==> src/rtl/pe_border_feeder_if.sv <==
// Command, operand and PE-edge signal bundle for pe_border_feeder.
// The master modport is the feeder side; the slave modport is the job source / PE side.
interface pe_border_feeder_if #(
    parameter int IWIDTH = 8,
    parameter int LWIDTH = 8
);
    // Handshakes: a transfer happens on a rising clk edge where valid and ready are both 1;
    // the sender holds valid and its payload until that edge, and ready never depends on valid.
    logic              cmd_valid;
    logic              cmd_ready;
    logic [LWIDTH-1:0] cmd_len;
    logic              dat_valid;
    logic              dat_ready;
    logic [IWIDTH-1:0] dat_ifm;
    logic              dat_wsign;
    logic [IWIDTH-2:0] dat_wabs;

    logic [IWIDTH-1:0] ifm;
    logic              wght_sign;
    logic [IWIDTH-2:0] wght_abs;
    logic              en_i;
    logic              en_w;
    logic              en_o;
    logic              clr_i;
    logic              clr_w;
    logic              clr_o;
    logic              mac_done;
    logic              busy;
    logic              done;

    modport master (
        input  cmd_valid, cmd_len, dat_valid, dat_ifm, dat_wsign, dat_wabs,
        output cmd_ready, dat_ready, ifm, wght_sign, wght_abs,
               en_i, en_w, en_o, clr_i, clr_w, clr_o, mac_done, busy, done
    );

    modport slave (
        output cmd_valid, cmd_len, dat_valid, dat_ifm, dat_wsign, dat_wabs,
        input  cmd_ready, dat_ready, ifm, wght_sign, wght_abs,
               en_i, en_w, en_o, clr_i, clr_w, clr_o, mac_done, busy, done
    );
endinterface

==> src/rtl/pe_border_feeder.sv <==
// Border-PE edge sequencer: clears the PE, streams (ifm, weight) pairs and holds en_o per product.
// Optional abort input and CLR_ABORT state are built when PE_FEEDER_ABORT_EN is defined.
module pe_border_feeder #(
    parameter int IWIDTH     = 8,
    parameter int MUL_CYCLES = 128,
    parameter int LWIDTH     = 8
) (
    input  logic               clk,
    input  logic               rst,
`ifdef PE_FEEDER_ABORT_EN
    input  logic               abort,
`endif
    pe_border_feeder_if.master bus,
    output logic [2:0]         dbg_state
);
    localparam int CWIDTH = (MUL_CYCLES > 1) ? $clog2(MUL_CYCLES) : 1;

    localparam logic [2:0] S_IDLE      = 3'd0;
    localparam logic [2:0] S_CLR       = 3'd1;
    localparam logic [2:0] S_FETCH     = 3'd2;
    localparam logic [2:0] S_LOAD      = 3'd3;
    localparam logic [2:0] S_MAC       = 3'd4;
    localparam logic [2:0] S_FIN       = 3'd5;
`ifdef PE_FEEDER_ABORT_EN
    localparam logic [2:0] S_CLR_ABORT = 3'd6;
`endif

    logic [2:0]        state_q, state_d;
    logic [LWIDTH-1:0] rem_q, rem_d;
    logic [CWIDTH-1:0] cyc_q, cyc_d;
    logic [IWIDTH-1:0] ifm_q, ifm_d;
    logic              wsign_q, wsign_d;
    logic [IWIDTH-2:0] wabs_q, wabs_d;
    logic              en_iw_q, en_iw_d;
    logic              en_o_q, en_o_d;
    logic              clr_q, clr_d;
    logic              done_q, done_d;
    logic              dat_take;

`ifdef PE_FEEDER_ABORT_EN
    logic abort_req;
    assign abort_req     = abort && (state_q != S_IDLE);
    assign bus.dat_ready = (state_q == S_FETCH) && !abort_req;
`else
    assign bus.dat_ready = (state_q == S_FETCH);
`endif

    assign bus.cmd_ready = (state_q == S_IDLE);
    assign bus.busy      = (state_q != S_IDLE);
    assign dat_take      = bus.dat_valid && bus.dat_ready;

    always_comb begin
        state_d = state_q;
        rem_d   = rem_q;
        cyc_d   = cyc_q;
        ifm_d   = ifm_q;
        wsign_d = wsign_q;
        wabs_d  = wabs_q;
        case (state_q)
            S_IDLE: begin
                if (bus.cmd_valid) begin
                    rem_d   = bus.cmd_len;
                    state_d = (bus.cmd_len == '0) ? S_FIN : S_CLR;
                end
            end
            S_CLR:   state_d = S_FETCH;
            S_FETCH: begin
                if (dat_take) begin
                    ifm_d   = bus.dat_ifm;
                    wsign_d = bus.dat_wsign;
                    wabs_d  = bus.dat_wabs;
                    state_d = S_LOAD;
                end
            end
            S_LOAD: begin
                cyc_d   = CWIDTH'(MUL_CYCLES - 1);
                state_d = S_MAC;
            end
            S_MAC: begin
                if (cyc_q == '0) begin
                    rem_d   = rem_q - LWIDTH'(1);
                    state_d = (rem_q == LWIDTH'(1)) ? S_FIN : S_FETCH;
                end else begin
                    cyc_d = cyc_q - CWIDTH'(1);
                end
            end
            default: state_d = S_IDLE;
        endcase
`ifdef PE_FEEDER_ABORT_EN
        if (abort_req) begin
            state_d = S_CLR_ABORT;
            rem_d   = '0;
            cyc_d   = '0;
        end
`endif
        // PE-facing strobes are registered copies of the next state, so they line up with state_q.
`ifdef PE_FEEDER_ABORT_EN
        clr_d = (state_d == S_CLR) || (state_d == S_CLR_ABORT);
`else
        clr_d = (state_d == S_CLR);
`endif
        en_iw_d = (state_d == S_LOAD);
        en_o_d  = (state_d == S_MAC);
        done_d  = (state_d == S_FIN);
    end

    always_ff @(posedge clk) begin
        if (rst) begin
            state_q <= S_IDLE;
            rem_q   <= '0;
            cyc_q   <= '0;
            ifm_q   <= '0;
            wsign_q <= 1'b0;
            wabs_q  <= '0;
            en_iw_q <= 1'b0;
            en_o_q  <= 1'b0;
            clr_q   <= 1'b0;
            done_q  <= 1'b0;
        end else begin
            state_q <= state_d;
            rem_q   <= rem_d;
            cyc_q   <= cyc_d;
            ifm_q   <= ifm_d;
            wsign_q <= wsign_d;
            wabs_q  <= wabs_d;
            en_iw_q <= en_iw_d;
            en_o_q  <= en_o_d;
            clr_q   <= clr_d;
            done_q  <= done_d;
        end
    end

    assign bus.ifm       = ifm_q;
    assign bus.wght_sign = wsign_q;
    assign bus.wght_abs  = wabs_q;
    assign bus.en_i      = en_iw_q;
    assign bus.en_w      = en_iw_q;
    assign bus.en_o      = en_o_q;
    assign bus.clr_i     = clr_q;
    assign bus.clr_w     = clr_q;
    assign bus.clr_o     = clr_q;
    assign bus.mac_done  = done_q;
    assign bus.done      = done_q;
    assign dbg_state     = state_q;
endmodule

==> src/flat_wrapper.sv <==
// flat-port wrapper written by rule: the top's interface ports become plain ports
module pe_border_feeder_flat 
#(
    parameter int IWIDTH     = 8,
    parameter int MUL_CYCLES = 128,
    parameter int LWIDTH     = 8
)
  (clk, rst, dbg_state, bus_cmd_valid, bus_cmd_len, bus_dat_valid, bus_dat_ifm, bus_dat_wsign, bus_dat_wabs, bus_cmd_ready, bus_dat_ready, bus_ifm, bus_wght_sign, bus_wght_abs, bus_en_i, bus_en_w, bus_en_o, bus_clr_i, bus_clr_w, bus_clr_o, bus_mac_done, bus_busy, bus_done);
  pe_border_feeder_if #(.IWIDTH(IWIDTH), .LWIDTH(LWIDTH)) bus_i ();
  input  logic clk;
  input  logic rst;
  output logic [2:0] dbg_state;
  input wire logic [$bits(bus_i.cmd_valid)-1:0] bus_cmd_valid;
  input wire logic [$bits(bus_i.cmd_len)-1:0] bus_cmd_len;
  input wire logic [$bits(bus_i.dat_valid)-1:0] bus_dat_valid;
  input wire logic [$bits(bus_i.dat_ifm)-1:0] bus_dat_ifm;
  input wire logic [$bits(bus_i.dat_wsign)-1:0] bus_dat_wsign;
  input wire logic [$bits(bus_i.dat_wabs)-1:0] bus_dat_wabs;
  output wire logic [$bits(bus_i.cmd_ready)-1:0] bus_cmd_ready;
  output wire logic [$bits(bus_i.dat_ready)-1:0] bus_dat_ready;
  output wire logic [$bits(bus_i.ifm)-1:0] bus_ifm;
  output wire logic [$bits(bus_i.wght_sign)-1:0] bus_wght_sign;
  output wire logic [$bits(bus_i.wght_abs)-1:0] bus_wght_abs;
  output wire logic [$bits(bus_i.en_i)-1:0] bus_en_i;
  output wire logic [$bits(bus_i.en_w)-1:0] bus_en_w;
  output wire logic [$bits(bus_i.en_o)-1:0] bus_en_o;
  output wire logic [$bits(bus_i.clr_i)-1:0] bus_clr_i;
  output wire logic [$bits(bus_i.clr_w)-1:0] bus_clr_w;
  output wire logic [$bits(bus_i.clr_o)-1:0] bus_clr_o;
  output wire logic [$bits(bus_i.mac_done)-1:0] bus_mac_done;
  output wire logic [$bits(bus_i.busy)-1:0] bus_busy;
  output wire logic [$bits(bus_i.done)-1:0] bus_done;
  assign bus_i.cmd_valid = bus_cmd_valid;
  assign bus_i.cmd_len = bus_cmd_len;
  assign bus_i.dat_valid = bus_dat_valid;
  assign bus_i.dat_ifm = bus_dat_ifm;
  assign bus_i.dat_wsign = bus_dat_wsign;
  assign bus_i.dat_wabs = bus_dat_wabs;
  assign bus_cmd_ready = bus_i.cmd_ready;
  assign bus_dat_ready = bus_i.dat_ready;
  assign bus_ifm = bus_i.ifm;
  assign bus_wght_sign = bus_i.wght_sign;
  assign bus_wght_abs = bus_i.wght_abs;
  assign bus_en_i = bus_i.en_i;
  assign bus_en_w = bus_i.en_w;
  assign bus_en_o = bus_i.en_o;
  assign bus_clr_i = bus_i.clr_i;
  assign bus_clr_w = bus_i.clr_w;
  assign bus_clr_o = bus_i.clr_o;
  assign bus_mac_done = bus_i.mac_done;
  assign bus_busy = bus_i.busy;
  assign bus_done = bus_i.done;
  pe_border_feeder #(.IWIDTH(IWIDTH), .MUL_CYCLES(MUL_CYCLES), .LWIDTH(LWIDTH)) u_core (.clk(clk), .rst(rst), .bus(bus_i), .dbg_state(dbg_state));
endmodule
==> config.mk <==
export PLATFORM = sky130hd
export DESIGN_NAME = pe_border_feeder_flat
export DESIGN_NICKNAME = d
export VERILOG_FILES = /design/src/rtl/pe_border_feeder_if.sv /design/src/rtl/pe_border_feeder.sv /design/src/flat_wrapper.sv
export SDC_FILE = /design/constraint.sdc
export NUM_CORES = 1
export LEC_CHECK = 0
export BUFFER_PORTS_ARGS = -buffer_cell sky130_fd_sc_hd__buf_2
export CAP_MARGIN = 30
export CORE_ASPECT_RATIO = 0.6
export CORE_UTILIZATION = 30
export CTS_BUF_LIST = sky130_fd_sc_hd__clkbuf_2
export DETAILED_ROUTE_END_ITERATION = 16
export PLACE_DENSITY_LB_ADDON = 0.2
export SLEW_MARGIN = 40
export SYNTH_ARGS = -nofsm -noshare
export SYNTH_HDL_FRONTEND = slang
export SYNTH_SLANG_ARGS = --single-unit
==> constraint.sdc <==
create_clock -name clk -period 4.6 [get_ports clk]
set_clock_uncertainty 0.2 [all_clocks]
set_input_delay 0.23 -clock clk [delete_from_list [all_inputs] [get_ports clk]]
set_output_delay 0.23 -clock clk [all_outputs]
set_load 0.01 [all_outputs]
==> impl_metrics.toml, run 1 <==
[floorplanning]
die_x_um = 104
fp.dieH_um = 63.0
io_pins = 58
core_um2 = 5780
rows = 21
initial_utilization = 0.322
die_area_um2 = 6530

[setup_path]
arrival_ns = 2.52
critPathTopFamily = "simple AND/OR/NAND/NOR gates"
timing.rr.end = "u_core.bus.done"
crit_buf_inv = 1
cp-start-kind = "flip-flop"
cp.required_ns = 4.73
r2r_cells = 4
crit_path_top_delay_cell = "nor4b_2"
r2r_setup_slack_ns = 2.21
slowest_delay_ns = 0.74
path_class = "flip-flop to flip-flop"
path_cells = "nor4b_2 > nand3_1 > dlygate4sd3_1 > a21oi_1"
endpoint_kind = "flip-flop"
r2r-start = "u_core.dbg_state[1]"
cp_max_fo = 9

[timing]
post-route-period-util = 0.519
whs_ns = 0.0443
period_needed_ns = 2.39
worstMarginPinSlew_ns = 0.753
slew_headroom = 0.497
rsz0062_at_grt = "false"
timing.fmax_mhz = 419
hold_viol_final = 0
tns_ns = 0
final_max_slew_viol_count = 0
setup_viol = 0
fin_ws_ns = 2.21

[synthesis]
synth_top_area_frac = 0.409
synthFlopType = "dfxtp_1"
syn_nets = 257
synth.most_common_cell = "nand2_1"
yosys-top-cells-area = "dfxtp_1 41%, nand2_1 9.1%, a21oi_1 7.0%"
ys_seq_area_frac = 0.409
netlist_instances = 225
synth_edf_count = 0
ys_warn_count = 0
syn_area_um2 = 1860
synthArstFlopShare = 0
synth_cell_type_count = 58
ys_ff_latch = 38
synth_top_area_cell = "dfxtp_1"
synth.avg_cell_area_um2 = 8.26
synthTopCellsByCount = "45 x nand2_1, 38 x dfxtp_1, 26 x a21oi_1, 14 x nor2_1, 8 x nor3_1"

[detailed_routing]
drtIter0Drc = 170
route.top_layer_used = "met4"
num_vias = 1858
drt-total-wl_um = 5350
met3_length_um = 392
wirelength_met1_um = 2990
firstDrtPassIters = 5
vias_per_cell = 4.94
wl_per_cell_um = 14.2
drc = 0
ant_nets = 0
route.met2.wl_um = 1960

[global_routing]
overflow = 0
grt_first_pass_wirelength_um = 8800
grt_use_total = 0.172
first_global_vias = 1722
grt_max_degree = 40
grt_antenna_before_repair = 0

[clock_tree]
htreeDepth = 2
clk-insertion-delay-late_ns = 0.39
cts_resized = 0
clkSinkCount = 38
cts_tree = "done"
path_clk_slew_ns = 0.21
clock-root-buffer = "clkbuf_2"
postCtsSetupRepairBufs = 0
cts_made_buffers = 5
cts.path.max_buffers = 2

[outcome]
status = "finished, final reports clean"

[finish]
diodes = 0
nets = 327
area_growth_pct = 30.2
layout-drive-gt1-share = 0.250
nFillCells = 606
instances_no_fill = 376

[power_and_ir_drop]
p_per_area_nw_per_um2 = 292
p_leak_nw = 1.01
p_total_w = 0.000708
max-vdd-ir-drop_v = 0.000110

[job]
cap_viol_max_count = 0

[place]
dpl.cell_count = 346
dp_slack_ns = 2.34
gp_congestion = 0.879
dp_hpwl_um = 3850
io_buffers = 57

[worst_hold_path]
hold_end = "u_core.rem_q[1]"
hp-class = "input pin to flip-flop"
hp-start = "bus_cmd_len[1]"
holdPathStages = 4
power breakdown:
part	total (W)	internal [W]	switching (W)
combinational	0.000182	0.0000789	0.000103
clock	0.000151	0.0000375	0.000113
sequential	0.000375	0.000350	0.0000247
logic make-up (layout without fill, tap and decap cells):
logic type                 after synthesis  after routing  synth area share
xor gates and xnor gates                 3              3            0.0141
buffers and inverters                   22             93            0.0599
muxes                                    2              2            0.0108
AOI/OAI and AO/OA                       55             55             0.194
and+or+nand+nor                        101            101             0.285
DFF                                     38             38             0.409
adders and majority gates                4              4            0.0269
worst max path at each step:
stage,startpoint,end,slack (ns),cells after the start
6_report,u_core.dbg_state[1],u_core.bus.done,2.21,4
5_1_grt,u_core.dbg_state[1],u_core.bus.done,2.03,4
4_1_cts,u_core.dbg_state[1],u_core.bus.done,2.20,4
3_5_place_dp,u_core.dbg_state[2],u_core.bus.clr_i,2.34,4
3_3_place_gp,u_core.dbg_state[2],u_core.bus.clr_i,2.40,4
2_1_floorplan,u_core.dbg_state[1],u_core.bus.ifm[4],2.74,7
tightest hold or removal path, cell delays in order:
cell	delay [ns]
buf_2	0.12
nor2_1	0.10
a211o_1	0.10
a21oi_1	0.06
per-stage QoR:
stage	instance area [µm²]	utilization
floorplan	1860	-
global placement	2160	0.373
detailed placement	2160	0.373
CTS	2410	0.418
global route	2420	0.419
finish	2420	0.419
layer usage:
layer	global-route usage	up-vias
met5	0	-
met4	0.0326	0
met3	0.0438	2
met2	0.215	70
met1	0.281	842
li1	-	944
layout make-up:
class | count | area (µm²) | share of cell area
flip-flops and latches | 38 | 761 | 0.314
inverters | 6 | 22.5 | 0.00930
clock buffers | 6 | 30.0 | 0.0124
multi-input cells | 165 | 993 | 0.410
clock inverters | 2 | 8.76 | 0.00362
well taps | 80 | 100 | 0.0413
repair buffers | 79 | 505 | 0.209
registers in the layout, summed over array words and instances (netlist names):
register	flops
u_core.bus.clr_i	1
u_core.bus.done	1
u_core.bus.en_i	1
u_core.bus.en_o	1
u_core.bus.ifm	8
u_core.bus.wght_abs	7
u_core.bus.wght_sign	1
u_core.cyc_q	7
u_core.dbg_state	3
u_core.rem_q	8
cells in the final DEF (no fill, tap or decap), drive strengths merged, types with 2 or more instances in the layout:
master        n
buf          57
nand2        45
dfxtp        38
a21oi        27
dlygate4sd3  22
nor2         14
nor3          9
nand3         7
clkbuf        6
inv           6
a31oi         6
a211oi        4
ha            4
or3           3
o211ai        3
or4           3
nor4          3
mux2i         2
nand2b        2
and2          2
a311oi        2
xor2          2
nor3b         2
nor4b         2
or2           2
clkinv        2
what timing repair did:
action,in CTS,in global routing
endpoints found under the hold margin,23,0
hold buffers,22,0
setup endpoints to repair,0,0
(Power assumes the default switching activity.)
==> run 2: changes to the inputs <==
- clock period: 4.6 -> 2.2 ns (I/O delays scaled with it)
==> run 2 against run 1 <==
  * Clock power rose to 2.9 times the previous value
  * Clock-buffer cell count up 1
  * Critical path type unchanged
  * First-iteration DRC count shrank 46%
  * Non-clock buffer count increased by 13
  * Critical path depth unchanged
  * Sequential share of layout area fell by 1.6 points
==> impl_metrics.toml, run 2 (synthesis gave the netlist of run 1 again) <==
[floorplanning]
io_pins = 58
core_um2 = 5780
die_x_um = 104
die_area_um2 = 6530
rows = 21
initial_utilization = 0.322
fp.dieH_um = 63.0

[detailed_routing]
drtIter0Drc = 91
drc = 0
firstDrtPassIters = 4
num_vias = 1906
ant_nets = 0
vias_per_cell = 4.90
wl_per_cell_um = 13.7
drt-total-wl_um = 5340

[timing]
tns_ns = 0
hold_viol_final = 0
post-route-period-util = 0.928
timing.fmax_mhz = 490
slew_headroom = 0.673
final_max_slew_viol_count = 0
worstMarginPinSlew_ns = 0.488
period_needed_ns = 2.04
setup_viol = 0
rsz0062_at_grt = "false"

[setup_path]
path_cells = "nor4_4 > nand3_2 > o31a_1 > nor3_1"
critPathTopFamily = "simple AND/OR/NAND/NOR gates"
slowest_delay_ns = 0.51
cp_max_fo = 7
path_class = "flip-flop to flip-flop"
cp-start-kind = "flip-flop"
arrival_ns = 2.16
crit_buf_inv = 0
cp.required_ns = 2.32
endpoint_kind = "flip-flop"
crit_path_top_delay_cell = "nor4_4"

[finish]
diodes = 0
area_growth_pct = 37.3
nets = 340
layout-drive-gt1-share = 0.272
final_common_cell = "buf_2"
layout_common_cells = "57 x buf_2, 45 x nand2_1, 38 x dfxtp_1, 27 x dlygate4sd3_1, 26 x a21oi_1"

[clock_tree]
clock-root-buffer = "clkbuf_2"
path_clk_slew_ns = 0.19
htreeDepth = 2
cts_tree = "done"
clkSinkCount = 38
cts.path.max_buffers = 2
clk-insertion-delay-late_ns = 0.38
postCtsSetupRepairBufs = 0
cts_made_buffers = 5

[place]
dp_hpwl_um = 3840
gp_congestion = 0.852
io_buffers = 57

[power_and_ir_drop]
p_leak_nw = 1.08
p_int_w = 0.00112
p_per_area_nw_per_um2 = 635
p_total_w = 0.00162
p_comb_frac = 0.249
p_sw_frac = 0.309
p_switching_w = 0.000501
clockPowerShare = 0.269
seqPwrFrac = 0.481
max-vdd-ir-drop_v = 0.000314

[global_routing]
first_global_vias = 1824
grt_max_degree = 22
grt_use_total = 0.174
grt_antenna_before_repair = 0
overflow = 0
grt_first_pass_wirelength_um = 8910

[job]
cap_viol_max_count = 0

[worst_hold_path]
hp-class = "flip-flop to flip-flop"

[outcome]
status = "finished, final reports clean"
## run 2: cell types whose count changed in the layout (fill, tap and decap cells not counted)
cell,before,now
clkinv_2,1,0
clkbuf_2,6,7
nor3b_4,1,0
dlygate4sd3_1,22,27
nor3b_2,0,1
buf_4,0,8
clkinv_1,1,0
nor2b_2,0,1
nor2b_1,1,0
bufinv_16,0,1
## run 2: layer usage
metal / global-route usage / share of wire / routed length [µm] / up-vias
met2: 0.246 / 0.41 / 2200 / 52
met5: 0 / 0 / 0 / -
met3: 0.0574 / 0.065 / 345 / 2
met4: 0.0435 / 0.0026 / 14 / 0
met1: 0.249 / 0.52 / 2790 / 882
li1: - / - / - / 970
## run 2: cell type report
class,count,area (µm²)
fillers,578,3230
repair buffers,92,616
flip-flops and latches,38,761
inverters,6,22.5
clock inverters,1,30.0
well taps,80,100
clock buffers,7,35.0
multi-input cells,165,990
## run 2: worst paths after layout
kind,start,endpoint,slack (ns),depth (start not counted)
worst max-delay path,u_core.cyc_q[2],u_core.bus.clr_i,0.16,4
worst min-delay path,u_core.bus.ifm[0],u_core.bus.ifm[0],0.27,2
worst max register to register,u_core.cyc_q[2],u_core.bus.clr_i,0.16,4
worst min register to register,u_core.bus.ifm[0],u_core.bus.ifm[0],0.27,2
## run 2: worst register-to-register path: cells and delay by family, from the launching register on
kind | cells | cell delay (ns)
flops | 1 | 0.43
simple gates | 3 | 0.97
compound gates | 1 | 0.38
## run 2: repair_timing
action                                  4_1_cts  5_1_grt
gates resized for setup                       0        1
hold buffers                                 27        0
endpoints found under the setup margin        0        5
hold endpoints to repair                     38        0
## run 2: power groups by stage
stage / combinational [W] / clock [W] / sequential (W)
2_1_floorplan: 0.000244 / 0 / 0.000787
3_3_place_gp: 0.000364 / 0 / 0.000793
3_5_place_dp: 0.000361 / 0 / 0.000793
4_1_cts: 0.000400 / 0.000450 / 0.000779
5_1_grt: 0.000441 / 0.000490 / 0.000789
6_report: 0.000404 / 0.000437 / 0.000780
## run 2: per-stage QoR
step                      instance area, µm²   util  cells  setup WS [ns]  hold WS [ns]
after global placement                  2220  0.383    354          0.202         0.151
after CTS                               2550  0.441    389         0.0344         0.250
after floorplan                         1860      -    225          0.338        0.0460
final                                   2550  0.442    389          0.158         0.268
after global routing                    2550  0.442    389         0.0576         0.244
after detailed placement                2220  0.383    354         0.0937         0.157
==> run 3: changes to the inputs <==
- HOLD_SLACK_MARGIN: default -> 0.15
- MAX_ROUTING_LAYER: default -> met4
==> run 3 against run 2 <==
  * Global-route usage grew 0.60 points
  * Die area did not move
  * Highest routed layer unchanged
  * Design area up 1.5%
  * Critical path depth increased by 1
  * Critical endpoint is now u_core.rem_q[5]
  * Cell count rose by 0.77%
  * Core utilization grew 0.67 points
  * Largest cell class unchanged
==> impl_metrics.toml, run 3 (synthesis gave the netlist of run 1 again) <==
[floorplanning]
core_um2 = 5780
io_pins = 58
fp.dieH_um = 63.0
initial_utilization = 0.322
die_x_um = 104
die_area_um2 = 6530
rows = 21

[global_routing]
grt_antenna_before_repair = 0
overflow = 0
grt_use_total = 0.180
first_global_vias = 1837
grt_max_degree = 22
grt_first_pass_wirelength_um = 8960

[place]
io_buffers = 57
dpl.cell_count = 354
dp_hpwl_um = 3840
gp_congestion = 0.866
dp_slack_ns = 0.0937

[timing]
worstMarginPinSlew_ns = 0.485
setup_viol = 0
fin_ws_ns = 0.0910
slew_headroom = 0.675
period_needed_ns = 2.11
rsz0062_at_grt = "false"
post-route-period-util = 0.959
whs_ns = 0.267
tns_ns = 0
final_max_slew_viol_count = 0
timing.fmax_mhz = 474
hold_viol_final = 0

[setup_path]
timing.rr.end = "u_core.rem_q[5]"
cp-start-kind = "flip-flop"
cp_max_fo = 9
r2r_cells = 5
endpoint_kind = "flip-flop"
path_class = "flip-flop to flip-flop"
r2r_setup_slack_ns = 0.09
r2r-start = "u_core.dbg_state[1]"
arrival_ns = 2.25
cp.required_ns = 2.34

[clock_tree]
cts_tree = "done"
path_clk_slew_ns = 0.20
htreeDepth = 2
clkSinkCount = 38
clock-root-buffer = "clkbuf_2"
cts.path.max_buffers = 2
cts_made_buffers = 5
clk-insertion-delay-late_ns = 0.39

[worst_hold_path]
hold_end = "u_core.bus.ifm[0]"
hp-start = "u_core.bus.ifm[0]"
hp-class = "flip-flop to flip-flop"
holdPathStages = 2

[finish]
layout_common_cells = "57 x buf_2, 45 x nand2_1, 38 x dfxtp_1, 30 x dlygate4sd3_1, 26 x a21oi_1"
nets = 343
final_common_cell = "buf_2"
diodes = 0
instances_no_fill = 392
layout-drive-gt1-share = 0.269
area_growth_pct = 39.4

[detailed_routing]
drc = 0
firstDrtPassIters = 4
drt-total-wl_um = 5420
num_vias = 1910
drtIter0Drc = 82
ant_nets = 0
vias_per_cell = 4.87
wl_per_cell_um = 13.8

[power_and_ir_drop]
p_per_area_nw_per_um2 = 630
max-vdd-ir-drop_v = 0.000315
p_leak_nw = 1.10

[outcome]
status = "finished, final reports clean"

[job]
cap_viol_max_count = 0
[run 3: critical path, cell delays in order, from the launching register on]
cell           delay [ns]
dfxtp_1              0.47
nor4b_4              0.38
buf_4                0.21
nand2_1              0.07
dlygate4sd3_1        0.57
a31oi_1              0.16
[run 3: cell type report]
type	instances	area (µm²)
fillers	571	3190
multi-input cells	165	998
flip-flops and latches	38	761
repair buffers	95	646
well taps	80	100
clock buffers	7	35.0
clock inverters	1	30.0
inverters	6	22.5
[run 3: report_power, final]
| group | total, W | leakage, nW | switching [W] | internal, W |
|---|---|---|---|---|
| Clock | 0.000436 | 0.0432 | 0.000233 | 0.000203 |
| Sequential | 0.000782 | 0.309 | 0.0000502 | 0.000732 |
| Combinational | 0.000415 | 0.745 | 0.000221 | 0.000194 |
| Total | 0.00163 | 1.10 | 0.000504 | 0.00113 |
[run 3: stage by stage]
step	utilization	total power (W)	area, µm²
2_1_floorplan	-	0.00103	1860
5_1_grt	0.448	0.00173	2590
4_1_cts	0.447	0.00164	2580
3_3_place_gp	0.383	0.00116	2220
6_report	0.448	0.00163	2590
3_5_place_dp	0.383	0.00115	2220
[run 3: worst max-delay path by stage]
stage	from	end	slack [ns]	depth (start not counted)
5_1_grt	u_core.dbg_state[1]	u_core.rem_q[5]	0.007	5
6_report	u_core.dbg_state[1]	u_core.rem_q[5]	0.09	5
4_1_cts	u_core.cyc_q[0]	u_core.bus.clr_i	0.03	6
3_5_place_dp	u_core.cyc_q[0]	u_core.bus.clr_i	0.09	6
2_1_floorplan	u_core.dbg_state[1]	u_core.bus.ifm[4]	0.34	7
3_3_place_gp	u_core.cyc_q[0]	u_core.bus.clr_i	0.20	6
[run 3: repair_timing]
action / CTS / global route
endpoints found under the setup margin: 0 / 6
gates resized for setup: 0 / 2
hold endpoints to repair: 38 / 0
hold buffers: 30 / 0
buffers inserted: 0 / 0
[run 3: per-layer routing]
metal  vias to the layer above  part of all wire  track usage
met1                       873              0.51        0.250
met3                         5             0.072       0.0563
li1                        975                 -            -
met5                         -                 0            -
met4                         0            0.0050       0.0435
met2                        57              0.41        0.249
